## src/rtl/serial_int_sub_pkg.sv

```systemverilog
// Shared definitions for the serial chunked subtractor: FSM encoding and
// default operand/slice widths.
package serial_int_sub_pkg;

  localparam int DEF_BWOP  = 32;
  localparam int DEF_CHUNK = 8;

  typedef enum logic [1:0] {
    IDLE = 2'd0,
    BUSY = 2'd1,
    DONE = 2'd2
  } state_t;

endpackage

```

## src/rtl/serial_int_sub_if.sv

```systemverilog
// Request/result bundle between a client and the serial subtractor.
interface serial_int_sub_if
  import serial_int_sub_pkg::*;
#(
  parameter int BWOP = DEF_BWOP
) ();

  logic            start;
  logic [BWOP-1:0] a;
  logic [BWOP-1:0] b;
  logic            busy;
  logic            done;
  logic [BWOP-1:0] c;
  logic            borrow_out;

  modport master (
    output start, a, b,
    input  busy, done, c, borrow_out
  );

  modport slave (
    input  start, a, b,
    output busy, done, c, borrow_out
  );

endinterface

```

## src/rtl/acc_int_sub.sv

```systemverilog
// One CHUNK-wide slice of a ripple subtractor: d = a - b - borrow_in,
// borrow_out set when the slice result went negative.
module acc_int_sub
  import serial_int_sub_pkg::*;
#(
  parameter int CHUNK = DEF_CHUNK
) (
  input  logic [CHUNK-1:0] a,
  input  logic [CHUNK-1:0] b,
  input  logic             borrow_in,
  output logic [CHUNK-1:0] d,
  output logic             borrow_out
);

  // One extra bit on top catches the borrow of the slice difference.
  logic [CHUNK:0] full;

  assign full       = {1'b0, a} - {1'b0, b} - {{CHUNK{1'b0}}, borrow_in};
  assign d          = full[CHUNK-1:0];
  assign borrow_out = full[CHUNK];

endmodule

```

## src/rtl/serial_int_sub.sv

```systemverilog
// Multi-cycle unsigned subtractor: a - b is computed CHUNK bits per clock,
// LSB slice first, with the result and final borrow published on done.
module serial_int_sub
  import serial_int_sub_pkg::*;
#(
  parameter int BWOP  = DEF_BWOP,
  parameter int CHUNK = DEF_CHUNK
) (
  input logic             clk,
  input logic             rst,
  serial_int_sub_if.slave bus
);

  localparam int N  = BWOP / CHUNK;
  localparam int CW = (N > 1) ? $clog2(N) : 1;

  state_t          state;
  logic [CW-1:0]   cnt;
  logic            borrow_q;
  logic [BWOP-1:0] a_q;
  logic [BWOP-1:0] b_q;
  logic [BWOP-1:0] diff_q;
  logic [BWOP-1:0] c_q;
  logic            borrow_out_q;
  logic            busy_q;
  logic            done_q;

  logic [CHUNK-1:0] a_slice;
  logic [CHUNK-1:0] b_slice;
  logic [CHUNK-1:0] slice_d;
  logic             slice_borrow;
  logic [BWOP-1:0]  diff_next;
  logic             last_slice;

  // NOTE: every always_comb output is assigned a default first so that no
  // path leaves it unassigned, which would otherwise infer a latch.
  always_comb begin
    a_slice   = a_q[int'(cnt)*CHUNK +: CHUNK];
    b_slice   = b_q[int'(cnt)*CHUNK +: CHUNK];
    diff_next = diff_q;
    diff_next[int'(cnt)*CHUNK +: CHUNK] = slice_d;
  end

  assign last_slice = (cnt == CW'(N - 1));

  acc_int_sub #(.CHUNK(CHUNK)) u_slice (
    .a          (a_slice),
    .b          (b_slice),
    .borrow_in  (borrow_q),
    .d          (slice_d),
    .borrow_out (slice_borrow)
  );

  // NOTE: state is updated with non-blocking assignments only, so every
  // register samples the pre-edge values regardless of statement order.
  always_ff @(posedge clk or negedge rst) begin
    if (!rst) begin
      state        <= IDLE;
      cnt          <= '0;
      borrow_q     <= 1'b0;
      a_q          <= '0;
      b_q          <= '0;
      diff_q       <= '0;
      c_q          <= '0;
      borrow_out_q <= 1'b0;
      busy_q       <= 1'b0;
      done_q       <= 1'b0;
    end else begin
      case (state)
        IDLE, DONE: begin
          done_q <= 1'b0;
          if (bus.start) begin
            a_q      <= bus.a;
            b_q      <= bus.b;
            cnt      <= '0;
            borrow_q <= 1'b0;
            state    <= BUSY;
            busy_q   <= 1'b1;
          end else begin
            state  <= IDLE;
            busy_q <= 1'b0;
          end
        end
        BUSY: begin
          // start is deliberately not looked at here; operands stay frozen.
          diff_q   <= diff_next;
          borrow_q <= slice_borrow;
          if (last_slice) begin
            c_q          <= diff_next;
            borrow_out_q <= slice_borrow;
            state        <= DONE;
            busy_q       <= 1'b0;
            done_q       <= 1'b1;
          end else begin
            cnt <= cnt + CW'(1);
          end
        end
        default: begin
          state  <= IDLE;
          busy_q <= 1'b0;
          done_q <= 1'b0;
        end
      endcase
    end
  end

  assign bus.busy       = busy_q;
  assign bus.done       = done_q;
  assign bus.c          = c_q;
  assign bus.borrow_out = borrow_out_q;

endmodule

```

## src/flat_wrapper.sv

```systemverilog
// flat-port wrapper written by rule: the top's interface ports become plain ports
module serial_int_sub_flat import serial_int_sub_pkg::*;
#(
  parameter int BWOP  = DEF_BWOP,
  parameter int CHUNK = DEF_CHUNK
)
  (clk, rst, bus_start, bus_a, bus_b, bus_busy, bus_done, bus_c, bus_borrow_out);
  serial_int_sub_if #(.BWOP(BWOP)) bus_i ();
  input logic clk;
  input logic rst;
  input wire logic [$bits(bus_i.start)-1:0] bus_start;
  input wire logic [$bits(bus_i.a)-1:0] bus_a;
  input wire logic [$bits(bus_i.b)-1:0] bus_b;
  output wire logic [$bits(bus_i.busy)-1:0] bus_busy;
  output wire logic [$bits(bus_i.done)-1:0] bus_done;
  output wire logic [$bits(bus_i.c)-1:0] bus_c;
  output wire logic [$bits(bus_i.borrow_out)-1:0] bus_borrow_out;
  assign bus_i.start = bus_start;
  assign bus_i.a = bus_a;
  assign bus_i.b = bus_b;
  assign bus_busy = bus_i.busy;
  assign bus_done = bus_i.done;
  assign bus_c = bus_i.c;
  assign bus_borrow_out = bus_i.borrow_out;
  serial_int_sub #(.BWOP(BWOP), .CHUNK(CHUNK)) u_core (.clk(clk), .rst(rst), .bus(bus_i));
endmodule
```

## config.mk

```make
export PLATFORM = sky130hd
export DESIGN_NAME = serial_int_sub_flat
export DESIGN_NICKNAME = d
export VERILOG_FILES = /design/src/rtl/serial_int_sub_pkg.sv /design/src/rtl/serial_int_sub_if.sv /design/src/rtl/acc_int_sub.sv /design/src/rtl/serial_int_sub.sv /design/src/flat_wrapper.sv
export SDC_FILE = /design/constraint.sdc
export NUM_CORES = 1
export LEC_CHECK = 0
export ABC_AREA = 0
export BUFFER_PORTS_ARGS = -buffer_cell sky130_fd_sc_hd__buf_2
export CAP_MARGIN = 15
export CELL_PAD_IN_SITES_DETAIL_PLACEMENT = 1
export CELL_PAD_IN_SITES_GLOBAL_PLACEMENT = 1
export CORE_ASPECT_RATIO = 1.75
export CORE_UTILIZATION = 41
export CTS_BUF_LIST = sky130_fd_sc_hd__clkbuf_8
export DETAILED_ROUTE_END_ITERATION = 16
export PLACE_DENSITY_LB_ADDON = 0.1
export SKIP_CTS_REPAIR_TIMING = 1
export SLEW_MARGIN = 20
export SYNTH_ARGS = -nofsm -noshare
export SYNTH_HDL_FRONTEND = slang
export SYNTH_SLANG_ARGS = --single-unit
```

## constraint.sdc

```tcl
create_clock -name clk -period 3.4 [get_ports clk]
set_clock_uncertainty 0.15 [all_clocks]
set_input_delay 0.17 -clock clk [delete_from_list [all_inputs] [get_ports clk]]
set_output_delay 0.17 -clock clk [all_outputs]
set_load 0.05 [all_outputs]
```

## Yosys cells after proc, flatten, opt, wreduce, memory -nomap -nowiden

Cells that the tools add are included.

- Word-level logic and storage cells: 45
- Bits in registers: 136
- Input bits: 67
- Output and inout bits: 35

- Multiplexer cells: 14
- Reductions and logical operators: 7
- Shifts and indexed selects: 4
- Add/sub/neg operators: 4
- Equal/unequal tests: 6

Operators by type and width:

| cell | number |
|---|---|
| $shiftx A32 B6 Y8 | 2 |
| $neg A5 Y33 | 1 |
| $shift A8 B33 Y32 const A | 1 |
| $shiftx A8 B33 Y32 | 1 |
| $bwmux W32 | 1 |
| $sub A8 B8 Y9 | 1 |
| $sub A9 B1 Y9 | 1 |
| $pmux W2 S2 | 2 |
| $mux W1 | 6 |
| $mux W2 | 3 |
| $reduce_and A2 Y1 | 3 |
| $eq A2 B2 Y1 const B | 2 |
| $ne A2 B2 Y1 const B | 2 |
| $pmux W1 S2 | 2 |
| $reduce_and A3 Y1 | 1 |
| $add A2 B1 Y2 const B | 1 |
| $eq A2 B1 Y1 const B | 1 |
| $logic_not A2 Y1 | 1 |
| $ne A2 B1 Y1 const B | 1 |
| $reduce_bool A2 Y1 | 1 |
| $reduce_or A2 Y1 | 1 |

## Logic depth before layout (Yosys ltp)

- Depth after elaboration: 5
- Mapped depth: 13

## Hierarchy

From an unflattened synthesis, not the netlist that was laid out.

- Cells, all modules: 477
- Area total of the unflattened synthesis: 6052.1 um^2

By module, submodules not included:

| module | cells each | instances | area an instance (um^2) |
|---|---|---|---|
| serial_int_sub | 401 | 1 | 5497.8 |
| acc_int_sub | 76 | 1 | 554.3 |

## Worst setup path before layout

Ideal clock, no wire load.

- Path kind: register to register
- From: reg u_core.cnt[0]
- To: reg u_core.c_q[7], in the netlist u_core.bus.c[7]
- Buffers on the path: 3
- Stages on the path, launching flop included: 14
- Data required time: 3.124 ns
- Library setup time: 0.126 ns
- Arrival time: 3.486 ns
- Setup slack: -0.362 ns
- Path through: dfrtp_1 -> buf_2 -> buf_2 -> mux4_2 -> ha_1 -> inv_1 -> ha_1 -> buf_6 -> a21o_2 -> a2111o_1 -> o21ai_2 -> xnor2_2 -> a221oi_1 -> nor2_1

- Cells in the longest elaborated chain, start to end: 5

Ends and longest elaborated chain:

| element | RTL line | source |
|---|---|---|
| from (decl) | serial_int_sub.sv:18 | `logic [CW-1:0] cnt;` |
| from (signal assigned) | serial_int_sub.sv:95 | `cnt <= cnt + CW'(1);` |
| $shiftx A32 B6 Y8, on equally long branches | serial_int_sub.sv:38, serial_int_sub.sv:39 |  |
| $sub A8 B8 Y9 | acc_int_sub.sv:18 | `assign full = {1'b0, a} - {1'b0, b} - {{CHUNK{1'b0}}, borrow_in};` |
| $sub A9 B1 Y9 | acc_int_sub.sv:18 |  |
| $shiftx A8 B33 Y32 | serial_int_sub.sv:41 | `diff_next[int'(cnt)*CHUNK +: CHUNK] = slice_d;` |
| $bwmux W32 | serial_int_sub.sv:41 |  |
| to (signal assigned) | serial_int_sub.sv:89 | `c_q <= diff_next;` |
| to (decl) | serial_int_sub.sv:23 | `logic [BWOP-1:0] c_q;` |

Parallel ways exist; a longest one is shown, timed or not.
A chain may end at the register's enable or synchronous reset.

## Worst setup path in the final report

- From: reg u_core.cnt[0]
- To: reg u_core.c_q[15], in the netlist u_core.bus.c[15]

The elaborated chain is that of the path after synthesis.

==> insert_results.sql <==
INSERT INTO impl_metrics (metric_group, metric, value, unit) VALUES
('outcome', 'result_of_the_run', 'complete, no violations', ''),
('hold_path', 'worst_hold_path.num_cells', '4', ''),
('place', 'replace_congestion', '0.794', ''),
('worst_setup_path', 'path_class', 'flop to flop', ''),
('worst_setup_path', 'endpoint_of_the_worst_register_to_register_path', 'u_core.bus.c[15]$_DFFE_PN0P_', ''),
('finish', 'areaGrowthSynthToFinish', '32.1', '%'),
('routing', 'routed_wire_length_per_instance', '18.9', 'microns'),
('global_routing', 'total_routing_resource_utilization_after_global_routing', '0.236', ''),
('synthesis', 'synth.yosys.seq_area_share', '0.543', ''),
('sta', 'rsz0062_at_grt', 'no', ''),
('finish', 'final.fill_count', '1667', ''),
('global_routing', 'grt_first_pass_wirelength', '27500', 'microns'),
('routing', 'first_pass_iters', '4', ''),
('worst_setup_path', 'r2r_slack', '0.12', 'ns'),
('sta', 'period_share', '0.965', ''),
('hold_path', 'worst_hold_path_type', 'input pin to flop', ''),
('place', 'hpwl_after_detailed_placement', '12400', 'microns'),
('routing', 'ant_nets', '0', ''),
('synthesis', 'post_synthesis_async_set_or_reset_flop_share', '1.00', ''),
('cts', 'worst_setup_hold_path_clk_slew', '0.08', 'ns'),
('global_routing', 'grt_antenna_before_repair', '0', ''),
('finish', 'fraction_of_layout_instances_using_a_drive_strength_above_1', '0.245', ''),
('sta', 'slew-limit-headroom', '0.352', ''),
('finish', 'final_instance_count_without_filler_cells', '986', ''),
('synthesis', 'synth-seq-cells', '134', ''),
('synthesis', 'ys.flop_type', 'sky130_fd_sc_hd__dfrtp_1', ''),
('cts', 'cts_max_path_buffers', '2', ''),
('synthesis', 'post-synth-top-area-cell', 'sky130_fd_sc_hd__dfrtp_1', ''),
('floorplan', 'initial_cell_density_of_the_core', '0.419', ''),
('sta', 'final-setup-viol-count', '0', ''),
('global_routing', 'grt_start_max_net_pins', '71', ''),
('worst_setup_path', 'timing.critical_path.fanout_max', '11', ''),
('routing', 'remaining_drc_errors', '0', ''),
('floorplan', 'coreArea', '14800', 'sq um'),
('finish', 'multiInputGateArea', '2670', 'sq um'),
('routing', 'vias_per_cell', '5.23', ''),
('floorplan', 'fp-row-count', '59', ''),
('synthesis', 'yosysMostFrequentCell', 'sky130_fd_sc_hd__nand2_1', ''),
('synthesis', 'synth-edff-count', '0', ''),
('finish', 'ff_latch_area', '3350', 'sq um'),
('sta', 'max_slew.worst_pin.slew', '0.968', 'ns'),
('finish', 'finish.net_count', '878', ''),
('sta', 'final_hold_viol_count', '0', ''),
('worst_setup_path', 'r2r_start', 'u_core.cnt[0]$_DFFE_PN0P_', ''),
('sta', 'fin_crit', '3.28', 'ns'),
('worst_setup_path', 'cp-startpoint', 'u_core.cnt[0]$_DFFE_PN0P_', ''),
('synthesis', 'post_synth_inst_count', '614', ''),
('synthesis', 'synth_common_cells', 'sky130_fd_sc_hd__nand2_1 (213), sky130_fd_sc_hd__dfrtp_1 (134), sky130_fd_sc_hd__nor2_1 (42), sky130_fd_sc_hd__a22o_1 (28), sky130_fd_sc_hd__inv_1 (24)', ''),
('global_routing', 'first_global_vias', '5220', ''),
('floorplan', 'die_h', '164', 'microns'),
('sta', 'achievable-frequency', '305', 'MHz'),
('synthesis', 'syn-cell-area', '6180', 'sq um'),
('cts', 'tritoncts', 'yes', ''),
('synthesis', 'synthesis.nets', '701', ''),
('routing', 'drt-initial-drc-count', '192', ''),
('synthesis', 'yosys-top-cells-area', 'sky130_fd_sc_hd__dfrtp_1 (54%), sky130_fd_sc_hd__nand2_1 (13%), sky130_fd_sc_hd__mux4_2 (5.8%), sky130_fd_sc_hd__a22o_1 (4.0%), sky130_fd_sc_hd__ha_1 (3.6%)', ''),
('synthesis', 'synth_area_per_cell', '10.1', 'sq um'),
('worst_setup_path', 'endpoint', 'u_core.bus.c[15]$_DFFE_PN0P_', ''),
('routing', 'num_vias', '5155', ''),
('place', 'dpl.cell_count', '886', ''),
('synthesis', 'synth.yosys.warnings', '0', ''),
('cts', 'worst_skew_late_latency', '0.44', 'ns'),
('sta', 'timing.final.max_slew_violations', '0', ''),
('cts', 'cts_root_buffer_type', 'sky130_fd_sc_hd__clkbuf_8', ''),
('global_routing', 'grt_remaining_overflow', '0', ''),
('cts', 'clock-sinks', '134', ''),
('worst_setup_path', 'ff2ff_path_depth', '11', ''),
('place', 'port_buffers', '101', ''),
('run', 'maxCapViolations', '0', ''),
('finish', 'antenna_cells', '0', ''),
('cts', 'cts-htree-levels', '4', '');
[cells in the final DEF, fill, tap and decap left out, types with 2 or more instances in the layout]
cell type and instances:
sky130_fd_sc_hd__clkinv_4 2, sky130_fd_sc_hd__nor2_1 42, sky130_fd_sc_hd__a22oi_1 8, sky130_fd_sc_hd__o21bai_1 2, sky130_fd_sc_hd__clkinv_2 3, sky130_fd_sc_hd__mux4_2 16, sky130_fd_sc_hd__nand3_1 3, sky130_fd_sc_hd__a221oi_1 17
sky130_fd_sc_hd__bufinv_16 3, sky130_fd_sc_hd__a22o_2 4, sky130_fd_sc_hd__buf_2 100, sky130_fd_sc_hd__a21o_1 2, sky130_fd_sc_hd__and2_1 2, sky130_fd_sc_hd__and3_1 4, sky130_fd_sc_hd__clkbuf_8 18, sky130_fd_sc_hd__clkinvlp_4 3
sky130_fd_sc_hd__dlygate4sd3_1 65, sky130_fd_sc_hd__a31oi_1 2, sky130_fd_sc_hd__ha_4 2, sky130_fd_sc_hd__buf_12 5, sky130_fd_sc_hd__a22o_1 28, sky130_fd_sc_hd__o21ai_0 17, sky130_fd_sc_hd__nand2b_1 2, sky130_fd_sc_hd__inv_1 24
sky130_fd_sc_hd__buf_4 21, sky130_fd_sc_hd__ha_1 16, sky130_fd_sc_hd__dfrtp_1 133, sky130_fd_sc_hd__a21oi_1 8, sky130_fd_sc_hd__xor2_1 2, sky130_fd_sc_hd__clkinv_1 2, sky130_fd_sc_hd__nor3_1 2, sky130_fd_sc_hd__nand2_1 213
sky130_fd_sc_hd__xnor2_1 2, sky130_fd_sc_hd__nor4_1 2, sky130_fd_sc_hd__a221oi_2 3
[cell families after synthesis]
group,count (synthesis),share of synthesized area
fa+ha+maj,20,0.0429
xor+xnor,6,0.00972
mux,16,0.0583
simple gates,279,0.182
buf+inv,59,0.0397
flops,134,0.543
compound gates,100,0.125
[per-layer routing]
layer,GRT usage,vias to the layer above,routed length (microns)
li1,-,2428,-
met1,0.269,2572,7140
met2,0.419,122,10300
met3,0.0396,33,485
met4,0.117,0,662
met5,0,-,0
[layout make-up]
type / instances / area share
Sequential cell: 134 / 0.411
Multi-Input combinational cell: 421 / 0.327
Timing Repair Buffer: 191 / 0.173
Clock buffer: 18 / 0.0303
Tap cell: 183 / 0.0280
Clock inverter: 13 / 0.0193
Inverter: 26 / 0.0120
[critical path, cell delays in order, from the launching register on]
cell                       delay, ns
sky130_fd_sc_hd__dfrtp_2        0.45
sky130_fd_sc_hd__buf_12         0.16
sky130_fd_sc_hd__mux4_2         0.58
sky130_fd_sc_hd__ha_4           0.30
sky130_fd_sc_hd__inv_2          0.04
sky130_fd_sc_hd__ha_4           0.21
sky130_fd_sc_hd__a21o_4         0.21
sky130_fd_sc_hd__a2111o_1       0.40
sky130_fd_sc_hd__o21ai_4        0.19
sky130_fd_sc_hd__xnor2_4        0.14
sky130_fd_sc_hd__a221oi_2       0.27
sky130_fd_sc_hd__nor2_1         0.07
[per-stage QoR]
step                      cell area (sq um)  setup TNS (ns)  worst slack (ns)  hold WS [ns]  utilization
final                                  8160               0             0.118        0.0426        0.553
after global routing                   8160               0           0.00295        0.0338        0.553
after CTS                              7440        -0.00463          -0.00304        -0.285        0.504
after detailed placement               7040               0            0.0277         0.199        0.477
after global placement                 7040               0            0.0828         0.193        0.477
after floorplan                        6240               0            0.0190        -0.276            -
[worst min-delay path by stage]
stage | start | to | slack [ns]
detailed placement | rst | u_core.b_q[3]$_DFFE_PN0P_ | 0.20
finish | bus_start | u_core.b_q[14]$_DFFE_PN0P_ | 0.04
CTS | rst | u_core.b_q[21]$_DFFE_PN0P_ | -0.29
floorplan | rst | u_core.a_q[0]$_DFFE_PN0P_ | -0.28
global route | bus_start | u_core.b_q[14]$_DFFE_PN0P_ | 0.03
global placement | rst | u_core.b_q[3]$_DFFE_PN0P_ | 0.19
[sequential cells by signal, summed over array words and instances (netlist names)]
register,flops
u_core.bus.borrow_out,1
u_core.bus.c,32
u_core.bus.busy,1
u_core.b_q,32
u_core.diff_q,32
u_core.cnt,2
u_core.state,1
u_core.a_q,32
u_core.borrow_q,1
Power is left out: the tool's default activity adds up to more than one toggle a clock period on the data nets, which glitch-free logic cannot reach.
